`config.mk`:
```
export PLATFORM = sky130hd
export DESIGN_NAME = reg_bank_sequencer_flat
export DESIGN_NICKNAME = d
export VERILOG_FILES = /design/src/rtl/reg_bank_sequencer_if.sv /design/src/rtl/reg_bank_sequencer.sv /design/src/flat_wrapper.sv
export SDC_FILE = /design/constraint.sdc
export NUM_CORES = 1
export LEC_CHECK = 0
export ABC_CLOCK_PERIOD_IN_PS = 4900
export BUFFER_PORTS_ARGS = -buffer_cell sky130_fd_sc_hd__buf_2
export CORE_UTILIZATION = 25
export DETAILED_ROUTE_END_ITERATION = 7
export SYNTH_ARGS = -nofsm -noshare
export SYNTH_HDL_FRONTEND = slang
export SYNTH_SLANG_ARGS = --single-unit
```
`constraint.sdc`:
```
create_clock -name clk -period 4.9 [get_ports clk]
set_input_delay 0.245 -clock clk [delete_from_list [all_inputs] [get_ports clk]]
set_output_delay 0.245 -clock clk [all_outputs]
set_load 0.005 [all_outputs]
```
`src/rtl/reg_bank_sequencer_if.sv`:
```
// Bus between the fill/check sequencer and the 32x32 register bank.
// One write port (dr/wdata/write) and two combinational read ports (sr1/sr2 -> regd1/regd2).
interface reg_bank_sequencer_if #(
   parameter int unsigned DW = 32,
   parameter int unsigned AW = 5
) ();
   logic [AW-1:0] dr;
   logic [DW-1:0] wdata;
   logic          write;
   logic [AW-1:0] sr1;
   logic [AW-1:0] sr2;
   logic [DW-1:0] regd1;
   logic [DW-1:0] regd2;

   modport master (
      output dr, wdata, write, sr1, sr2,
      input  regd1, regd2
   );

   modport slave (
      input  dr, wdata, write, sr1, sr2,
      output regd1, regd2
   );
endinterface

```
`src/rtl/reg_bank_sequencer.sv`:
```
// Fill/self-check engine for the register bank: writes base + i*step to every register,
// reads them back two per cycle and reports pass, error count and first failing address.
module reg_bank_sequencer #(
   parameter int unsigned DW = 32,
   parameter int unsigned AW = 5
) (
   input  logic                  clk,
   input  logic                  reset,
   input  logic                  start,
   input  logic [1:0]            mode,
   input  logic [DW-1:0]         base,
   input  logic [DW-1:0]         step,
   reg_bank_sequencer_if.master  bus,
   output logic                  busy,
   output logic                  done,
   output logic                  pass,
   output logic [AW:0]           err_count,
   output logic [AW-1:0]         first_err_addr
);
   localparam int unsigned NREG = 2 ** AW;

   typedef enum logic [1:0] {StIdle, StFill, StRead, StDone} state_e;

   state_e        state;
   logic [DW-1:0] step_l;
   logic [DW-1:0] exp1;
   logic [DW-1:0] exp2;
   logic          check_after_fill;

   logic          mis1;
   logic          mis2;
   logic [AW+1:0] err_sum;
   logic [AW:0]   err_next;
   logic [AW-1:0] first_next;

   // Compare result for the current read pair; sr1 wins when both ports mismatch.
   always_comb begin
      mis1       = (bus.regd1 != exp1);
      mis2       = (bus.regd2 != exp2);
      err_sum    = {1'b0, err_count} + (AW+2)'(mis1) + (AW+2)'(mis2);
      err_next   = (err_sum > (AW+2)'(NREG)) ? (AW+1)'(NREG) : err_sum[AW:0];
      first_next = first_err_addr;
      if (err_count == '0) begin
         if (mis1) begin
            first_next = bus.sr1;
         end else if (mis2) begin
            first_next = bus.sr2;
         end
      end
   end

   always_ff @(posedge clk) begin
      if (reset) begin
         state            <= StIdle;
         step_l           <= '0;
         exp1             <= '0;
         exp2             <= '0;
         check_after_fill <= 1'b0;
         bus.dr           <= '0;
         bus.wdata        <= '0;
         bus.write        <= 1'b0;
         bus.sr1          <= '0;
         bus.sr2          <= '0;
         busy             <= 1'b0;
         done             <= 1'b0;
         pass             <= 1'b0;
         err_count        <= '0;
         first_err_addr   <= '0;
      end else begin
         done <= 1'b0;
         unique case (state)
            StIdle: begin
               if (start) begin
                  step_l           <= step;
                  exp1             <= base;
                  exp2             <= base + step;
                  check_after_fill <= (mode != 2'b01);
                  err_count        <= '0;
                  first_err_addr   <= '0;
                  pass             <= 1'b0;
                  busy             <= 1'b1;
                  if (mode == 2'b10) begin
                     state   <= StRead;
                     bus.sr1 <= '0;
                     bus.sr2 <= AW'(1);
                  end else begin
                     state     <= StFill;
                     bus.write <= 1'b1;
                     bus.dr    <= '0;
                     bus.wdata <= base;
                  end
               end
            end
            StFill: begin
               if (bus.dr == AW'(NREG - 1)) begin
                  bus.write <= 1'b0;
                  if (check_after_fill) begin
                     state   <= StRead;
                     bus.sr1 <= '0;
                     bus.sr2 <= AW'(1);
                  end else begin
                     state <= StDone;
                     done  <= 1'b1;
                     busy  <= 1'b0;
                     pass  <= (err_count == '0);
                  end
               end else begin
                  bus.dr    <= bus.dr + AW'(1);
                  bus.wdata <= bus.wdata + step_l;
               end
            end
            StRead: begin
               err_count      <= err_next;
               first_err_addr <= first_next;
               exp1           <= exp1 + (step_l << 1);
               exp2           <= exp2 + (step_l << 1);
               if (bus.sr1 == AW'(NREG - 2)) begin
                  state <= StDone;
                  done  <= 1'b1;
                  busy  <= 1'b0;
                  pass  <= (err_next == '0);
               end else begin
                  bus.sr1 <= bus.sr1 + AW'(2);
                  bus.sr2 <= bus.sr2 + AW'(2);
               end
            end
            StDone: begin
               state <= StIdle;
            end
            default: begin
               state <= StIdle;
            end
         endcase
      end
   end
endmodule

```
`src/flat_wrapper.sv`:
```
// flat-port wrapper written by rule: the top's interface ports become plain ports
module reg_bank_sequencer_flat 
#(
   parameter int unsigned DW = 32,
   parameter int unsigned AW = 5
)
  (clk, reset, start, mode, base, step, busy, done, pass, err_count, first_err_addr, bus_dr, bus_wdata, bus_write, bus_sr1, bus_sr2, bus_regd1, bus_regd2);
  reg_bank_sequencer_if #(.DW(DW), .AW(AW)) bus_i ();
  input  logic clk;
  input  logic reset;
  input  logic start;
  input  logic [1:0] mode;
  input  logic [DW-1:0] base;
  input  logic [DW-1:0] step;
  output logic busy;
  output logic done;
  output logic pass;
  output logic [AW:0] err_count;
  output logic [AW-1:0] first_err_addr;
  output wire logic [$bits(bus_i.dr)-1:0] bus_dr;
  output wire logic [$bits(bus_i.wdata)-1:0] bus_wdata;
  output wire logic [$bits(bus_i.write)-1:0] bus_write;
  output wire logic [$bits(bus_i.sr1)-1:0] bus_sr1;
  output wire logic [$bits(bus_i.sr2)-1:0] bus_sr2;
  input wire logic [$bits(bus_i.regd1)-1:0] bus_regd1;
  input wire logic [$bits(bus_i.regd2)-1:0] bus_regd2;
  assign bus_dr = bus_i.dr;
  assign bus_wdata = bus_i.wdata;
  assign bus_write = bus_i.write;
  assign bus_sr1 = bus_i.sr1;
  assign bus_sr2 = bus_i.sr2;
  assign bus_i.regd1 = bus_regd1;
  assign bus_i.regd2 = bus_regd2;
  reg_bank_sequencer #(.DW(DW), .AW(AW)) u_core (.clk(clk), .reset(reset), .start(start), .mode(mode), .base(base), .step(step), .bus(bus_i), .busy(busy), .done(done), .pass(pass), .err_count(err_count), .first_err_addr(first_err_addr));
endmodule
```
---- Word level (Yosys, flattened, before mapping) ----
Index checks and enable logic that the tools add are counted.
storage, ports and cells
  register bits ........................... 161
  output and inout port bits .............. 62
  word-level logic and storage cells ...... 115
  bits of input ports ..................... 133
operators by class
  magnitude comparators ................... 1
  $add $sub $neg .......................... 9
  mux-type cells .......................... 56
  eq/ne operators ......................... 20
  reduce and logical (&&, ||, !) cells .... 14
operator list
  kind                                                                             count
  32-bit one-hot mux with 2 select lines                                           3
  32-bit 2-to-1 mux                                                                5
  32-bit adder                                                                     4
  5-bit 2-to-1 mux                                                                 17
  32-bit inequality test                                                           2
  5-bit one-hot mux with 3 select lines                                            2
  5-bit one-hot mux with 2 select lines                                            2
  1-bit 2-to-1 mux                                                                 15
  6-bit zero test                                                                  2
  6-bit 2-to-1 mux                                                                 2
  2-bit by 1-bit inequality test with 1-bit output, second input constant          6
  6-bit one-hot mux with 2 select lines                                            1
  4-bit AND reduction                                                              3
  5-bit by 2-bit adder with 5-bit output, second input constant                    2
  5-bit == test, second input constant                                             2
  2-bit inequality test, second input constant                                     5
  2-bit 2-to-1 mux                                                                 4
  2-bit one-hot mux with 4 select lines                                            1
  6-bit by 1-bit adder with 7-bit output                                           1
  7-bit by 1-bit adder with 7-bit output                                           1
  7-bit by 6-bit greater-than comparator with 1-bit output, second input constant  1
  2-bit == test, second input constant                                             3
  1-bit one-hot mux with 3 select lines                                            2
  6-bit AND reduction                                                              1
  10 further kinds                                                                 13

---- Longest topological paths before layout ----
Gate-level depths: netlist (run 1).
  depth after elaboration ................. 8
  depth in mapped cells ................... 16

---- Least setup slack after synthesis (run 1) ----
No wires, ideal clock.
  path kind ............................... flip-flop to flip-flop
  start point ............................. reg u_core.exp1[18]
  end point ............................... reg u_core.err_count[2]
  arrival time ............................ 3.264 ns
  cell stages (with the launch flop) ...... 17
  setup slack ............................. 1.508 ns
  period minus slack after synthesis ...... 3.392 ns
  buffers on the path ..................... 1
  cells stage by stage .................... dfxtp_1 xor2_1 nor4_1 nand4_1 nor2_1 inv_1 fa_1 and3_1 and3_1 clkbuf_1 o211ai_1 a211o_1 a22oi_1 o21ai_0 o21ai_0 a21oi_1 nor2_1
on the way
  word-level cells in the longest chain between the ends .. 6
RTL lines
  element                                                   RTL line                   RTL
  start: declaration                                        reg_bank_sequencer.sv:26   logic [DW-1:0] exp1;
  start signal: assignment                                  reg_bank_sequencer.sv:75   exp1 <= base;
  start signal: assignment                                  reg_bank_sequencer.sv:115  exp1 <= exp1 + (step_l << 1);
  32-bit inequality test (*)                                reg_bank_sequencer.sv:38   mis1 = (bus.regd1 != exp1);
  6-bit by 1-bit adder with 7-bit output (*)                reg_bank_sequencer.sv:40   err_sum = {1'b0, err_count} + (AW+2)'(mis1) + (AW+2)'(mis2);
  7-bit by 1-bit adder with 7-bit output (*)                reg_bank_sequencer.sv:40
  7-bit by 6-bit greater-than comparator with 1-bit output  reg_bank_sequencer.sv:41   err_next = (err_sum > (AW+2)'(NREG)) ? (AW+1)'(NREG) : err_sum[AW:0];
  6-bit 2-to-1 mux (*)                                      reg_bank_sequencer.sv:41
  6-bit one-hot mux with 2 select lines (*)                 reg_bank_sequencer.sv:71   unique case (state)
  end signal: assignment                                    reg_bank_sequencer.sv:113  err_count <= err_next;
  end: declaration                                          reg_bank_sequencer.sv:17   output logic [AW:0] err_count,
Mark *: on every way between the ends. The rest lies on a longest branch, timed or not.
A chain may end at the register's enable or synchronous reset.

---- Worst setup path after layout (run 1) ----
  start point ............................. reg u_core.exp1[27]
  end point ............................... reg u_core.err_count[3]
Same word-level chain as after synthesis.

==> flow_metrics.env, run 1 <==
export IMPL_outcome="complete, but fails checks"
export IMPL_violations="design-rule violations"
export IMPL_die_h_um=234
export IMPL_slowest_delay_ns=0.57
export IMPL_crit_reg2reg_launch="u_core.exp1[27]"
export IMPL_ir_drop_v=0.000340
export IMPL_synth_nets=2017
export IMPL_worstHoldStart="step[0]"
export IMPL_initial_utilization_pct=25.4
export IMPL_n_fill_cell=5678
export IMPL_first_iter_violations=870
export IMPL_ctsResizeCount=0
export IMPL_die_x_um=234
export IMPL_final_cell_area_um2=15700
export IMPL_yosys_area_share_adder_pct=13.1
export IMPL_syn_inst=1746
export IMPL_cp_arrival_ns=4.53
export IMPL_grt_max_degree=93
export IMPL_synth_top_area_share_pct=23.8
export IMPL_clk_latency_ns=0.45
export IMPL_crit_fanout=6
export IMPL_grt_pass1_vias=13055
export IMPL_p_per_area_nw_per_um2=467
export IMPL_max_slew_margin_pct=27.4
export IMPL_post_cts_setup_buffers=0
export IMPL_ys_seq_elements=160
export IMPL_p_leak_nw=6.85
export IMPL_startpoint="u_core.exp1[27]"
export IMPL_ys_async_sr_fraction_pct=0
export IMPL_rsz0062_at_grt="no"
export IMPL_overflow=0
export IMPL_netlist_top_cell_by_area="dfxtp_1"
export IMPL_min_period_ns=4.24
export IMPL_synth_simple_gate_area_share_pct=19.3
export IMPL_synth_most_common_cell="a21oi_1"
export IMPL_period_share_pct=86.4
export IMPL_setup_viol=0
export IMPL_synth_edf_count=0
export IMPL_synth_main_ff_cell="dfxtp_1"
export IMPL_io_buffers=193
export IMPL_placed_area_um2=15100
export IMPL_wl_met2_mm=24.1
export IMPL_antenna_left=0
export IMPL_cts_htree_levels=4
export IMPL_start_kind="flop"
export IMPL_synth_top_family_by_area="compound AO/OA/AOI/OAI gates"
export IMPL_clock_sinks=160
export IMPL_gp_congestion=0.968
export IMPL_vias=13727
export IMPL_synth_area_leaders="dfxtp_1, ha_1, a21oi_1"
export IMPL_wirelength_mm=51.6
export IMPL_drive_gt1_share_pct=13.4
export IMPL_fin_cells=2597
export IMPL_power_mw=7.33
export IMPL_synth_xor_area_share_pct=10.6
export IMPL_syn2layout_area_growth_pct=16.7
export IMPL_wl_per_cell_um=19.9
export IMPL_worstSetupEndpointType="flop"
export IMPL_via_per_inst=5.29
export IMPL_drt_met1_wl_mm=22.0
export IMPL_ctsLongestPathBuffers=2
export IMPL_synth_seq_area_share_pct=23.8
export IMPL_cts_tree="built"
export IMPL_core_um2=52900
export IMPL_synth_warnings=0
export IMPL_rows=84
export IMPL_grt_antenna_before_repair=13
export IMPL_dp_cells=2562
export IMPL_max_freq_ghz=0.236
export IMPL_min_path_type="in2reg"
export IMPL_cts_hold_buf=0
export IMPL_cts_buffers=17
export IMPL_crit_type="reg2reg"
export IMPL_grt_usage_pct=18.5
export IMPL_synth_compound_area_share_pct=26.3
export IMPL_num_io_pins=195
export IMPL_setup_tns_ns=0
export IMPL_cp_slowest_cell="nor2_1"
export IMPL_max_cap_viol_count=0
export IMPL_detail_route_drc_violations=18
export IMPL_syn_area_um2=13400
export IMPL_register_area_um2=3200
export IMPL_synthMuxAreaShare_pct=3.30
export IMPL_clkTransAtPathRegs_ns=0.08
export IMPL_worstMarginPinSlew_ns=1.09
export IMPL_wl_met3_mm=3.72
export IMPL_dr_pass1_iters=8
export IMPL_finalHoldViolations=0
export IMPL_synth_commonest_cells="a21oi_1, nand2_1, nor2_1"
export IMPL_highest_layer="met5"
export IMPL_required_ns=5.19
export IMPL_syn_mean_instance_area_um2=7.69
export IMPL_cts_root_buf="clkbuf_16"
export IMPL_maxSlewViolCount=0
export IMPL_hpwlAfterDp_mm=40.2
export IMPL_synth_cell_types=66
export IMPL_grt_first_pass_wirelength_mm=76.2
export IMPL_skew_ns=0.0159
export IMPL_multi_input_area_um2=9800
export IMPL_dieArea_um2=54700
export IMPL_layout_nets=2164
export IMPL_worstPathCellList="xor2_1, nor4_1, nand4_1, nor2_1, inv_1, fa_1, and3_1, and3_1, o211ai_1, a211o_1, a22oi_1, o21ai_0, o21ai_0, a21oi_1, nor2_1"
## layout make-up
type                       count  area share (%)
sequential                   160            20.4
antenna                        5          0.0798
clock buffer                  18            2.74
inverter                      46            1.10
timing repair buffer         204            6.78
multi-input combinational   1464            62.5
tap                          688            5.49
clock inverter                12           0.878
## path summary, 6_finish.rpt
path              depth (start not counted)             endpoint  slack, ns
setup / recovery                         15  u_core.err_count[3]       0.66
hold / removal                            3     u_core.step_l[0]       0.04
setup reg to reg                         15  u_core.err_count[3]       0.66
hold reg to reg                           2     u_core.bus.dr[1]       0.49
## per-layer routing
metal  track usage [%]  up-vias
met1              22.9     6476
met3              3.72       89
met5                 0        -
li1                  -     6663
met4              7.37       20
met2              31.4      479
## logic make-up (layout without fill, tap and decap cells)
family          count (synthesis)  count (layout)
mux                            44              44
compound gates                554             554
flops                         160             160
other cells                     1               6
xor+xnor                      163             163
buf+inv                       122             280
fa+ha+maj                     138             138
simple gates                  564             564
## registers in the layout (all words and copies together) (netlist names)
register                 flops
u_core.bus.dr                5
u_core.bus.sr1               4
u_core.bus.sr2               5
u_core.bus.wdata            32
u_core.bus.write             1
u_core.busy                  1
u_core.check_after_fill      1
u_core.done                  1
u_core.err_count             6
u_core.exp1                 32
u_core.exp2                 32
u_core.first_err_addr        5
u_core.pass                  1
u_core.state                 2
u_core.step_l               32
## worst max-delay path: cells and delay by family (launching register included)
kind,cells,cell delay (ns)
simple gates,6,1.67
compound gates,6,1.23
fa+ha+maj,1,0.46
flops,1,0.34
xor+xnor,1,0.21
buf+inv,1,0.16
## power breakdown
| group | internal [mW] | switching [mW] |
|---|---|---|
| Combinational | 1.51 | 2.41 |
| Sequential | 1.65 | 0.410 |
| Clock | 0.748 | 0.608 |
| Total | 3.90 | 3.42 |
## placed cells by master, fill, tap and decap left out, drive strengths merged, types with 42 or more instances in the layout
| cell | synthesis | final |
|---|---|---|
| a21o | 54 | 54 |
| mux2i | 42 | 42 |
| buf | 11 | 204 |
| o21ai | 89 | 89 |
| nor2 | 173 | 173 |
| nor3 | 45 | 45 |
| xor2 | 74 | 74 |
| ha | 133 | 133 |
| a211oi | 77 | 77 |
| xnor2 | 89 | 89 |
| a21oi | 192 | 192 |
| nand2 | 177 | 177 |
| inv | 45 | 47 |
| dfxtp | 160 | 160 |
## stage by stage
step                hold slack (ns)  worst slack, ns  util [%]
floorplan                     0.381             1.51         -
global placement              0.470            0.782      28.6
detailed placement            0.480            0.698      28.6
CTS                          0.0180            0.723      29.6
global route                 0.0392            0.389      29.6
finish                       0.0410            0.664      29.7
Power figures use the tool's default switching activity.
==> run 2, diff against run 1 <==
--- a/config.mk
+++ b/config.mk
@@ -9,6 +9,7 @@
 export BUFFER_PORTS_ARGS = -buffer_cell sky130_fd_sc_hd__buf_2
 export CORE_UTILIZATION = 25
 export DETAILED_ROUTE_END_ITERATION = 7
+export PLACE_DENSITY = 0.53
 export SYNTH_ARGS = -nofsm -noshare
 export SYNTH_HDL_FRONTEND = slang
 export SYNTH_SLANG_ARGS = --single-unit
==> flow_metrics.env, run 2 (synthesized netlist as in run 1, its figures left out) <==
export IMPL_io_buffers=193
export IMPL_min_period_ns=4.04
export IMPL_hold_slack_ns=0.0457
export IMPL_overflow=0
export IMPL_clkTransAtPathRegs_ns=0.07
export IMPL_setup_tns_ns=0
export IMPL_placed_area_um2=15100
export IMPL_fin_cells=2596
export IMPL_min_path_type="in2reg"
export IMPL_hpwlAfterDp_mm=41.0
export IMPL_final_cell_mix="buf_2, a21oi_1, nand2_1, nor2_1, dfxtp_1"
export IMPL_dp_cells=2563
export IMPL_final_common_cell="buf_2"
export IMPL_period_share_pct=82.4
export IMPL_cts_hold_buf=0
export IMPL_finalHoldViolations=0
export IMPL_cp_arrival_ns=4.36
export IMPL_rows=84
export IMPL_cts_htree_levels=4
export IMPL_grt_pass1_vias=12953
export IMPL_grt_first_pass_wirelength_mm=78.3
export IMPL_max_slew_margin_pct=29.6
export IMPL_outcome="complete, but fails checks"
export IMPL_worstMarginPinSlew_ns=1.06
export IMPL_rsz0062_at_grt="no"
export IMPL_grt_use_met2_pct=32.2
export IMPL_worstSetupEndpointType="flop"
export IMPL_final_cell_area_um2=15700
export IMPL_dieArea_um2=54700
export IMPL_grt_antenna_before_repair=5
export IMPL_use_met1_pct=24.2
export IMPL_worstHoldStart="step[30]"
export IMPL_start_kind="flop"
export IMPL_max_freq_ghz=0.248
export IMPL_die_x_um=234
export IMPL_cts_buffers=17
export IMPL_num_io_pins=195
export IMPL_gp_congestion=0.938
export IMPL_clk_latency_ns=0.46
export IMPL_ctsLongestPathBuffers=2
export IMPL_first_iter_violations=881
export IMPL_ctsResizeCount=0
export IMPL_grt_busiest_layer="met2"
export IMPL_maxSlewViolCount=0
export IMPL_vias=13453
export IMPL_wl_per_cell_um=20.3
export IMPL_wirelength_mm=52.8
export IMPL_required_ns=5.22
export IMPL_crit_fanout=6
export IMPL_p_leak_nw=6.87
export IMPL_ir_drop_v=0.000298
export IMPL_detail_route_drc_violations=18
export IMPL_dr_pass1_iters=8
export IMPL_initial_utilization_pct=25.4
export IMPL_die_h_um=234
export IMPL_max_cap_viol_count=0
export IMPL_via_per_inst=5.18
export IMPL_crit_reg2reg_launch="u_core.exp2[24]"
export IMPL_grtUsageMet3_pct=4.21
export IMPL_grt_usage_pct=19.2
export IMPL_setup_viol=0
export IMPL_layout_nets=2165
export IMPL_drive_gt1_share_pct=13.5
export IMPL_clock_sinks=160
export IMPL_core_um2=52900
export IMPL_post_cts_setup_buffers=0
export IMPL_grt_max_degree=93
export IMPL_cts_tree="built"
export IMPL_violations="design-rule violations"
export IMPL_crit_type="reg2reg"
export IMPL_startpoint="u_core.exp2[24]"
export IMPL_syn2layout_area_growth_pct=16.8
export IMPL_p_per_area_nw_per_um2=470
export IMPL_finish_utilization_pct=29.7
export IMPL_cts_root_buf="clkbuf_16"
export IMPL_antenna_left=0
export IMPL_skew_ns=0.0140
-- run 2: cell types whose count changed in the layout (fill, tap and decap cells not counted), sizes merged --
cell      change
bufinv        +1
diode         -3
clkinvlp      -2
buf           +1
clkbuf        +1
inv           +1
-- run 2: final cells by class --
type                    count  area (um2)
fillers                  5651       37200
multi-input cells        1464        9800
flip-flops and latches    160        3200
repair buffers            205        1060
well taps                 688         861
clock buffers              19         433
inverters                  46         173
clock inverters            12         158
diodes                      2        5.00
-- run 2: per-stage QoR --
step	setup slack (ns)	power [mW]
CTS	0.867	7.42
finish	0.864	7.37
global route	0.548	7.93
global placement	0.960	5.92
detailed placement	0.899	5.97
floorplan	1.51	4.73
-- run 2: where the power goes --
| group | internal, mW | total [mW] | switching (mW) |
|---|---|---|---|
| clock network | 0.802 | 1.41 | 0.611 |
| logic | 1.49 | 3.89 | 2.40 |
| registers | 1.65 | 2.06 | 0.418 |
-- run 2: worst max-delay path: stages, from the launching register on --
cell	delay [ns]
dfxtp_1	0.35
xnor2_1	0.35
nand4_1	0.14
nor4_1	0.40
nand2_1	0.33
fa_1	0.51
and3_1	0.24
and3_1	0.26
o211ai_1	0.20
a211o_1	0.19
a22oi_1	0.08
o21ai_0	0.43
o21ai_0	0.14
a21oi_1	0.22
nor2_1	0.06
-- run 2: routing by layer --
| layer | routed length, um | part of all wire (%) |
|---|---|---|
| met5 | 57 | 0.11 |
| met4 | 1420 | 2.7 |
| met3 | 3910 | 7.4 |
| met2 | 24600 | 47 |
| met1 | 22700 | 43 |
-- run 2: path summary, 6_finish.rpt --
path	slack, ns	endpoint	cells after the start
hold / removal	0.05	u_core.step_l[30]	3
setup reg to reg	0.86	u_core.err_count[3]	14
setup / recovery	0.86	u_core.err_count[3]	14
hold reg to reg	0.47	u_core.bus.dr[4]	2
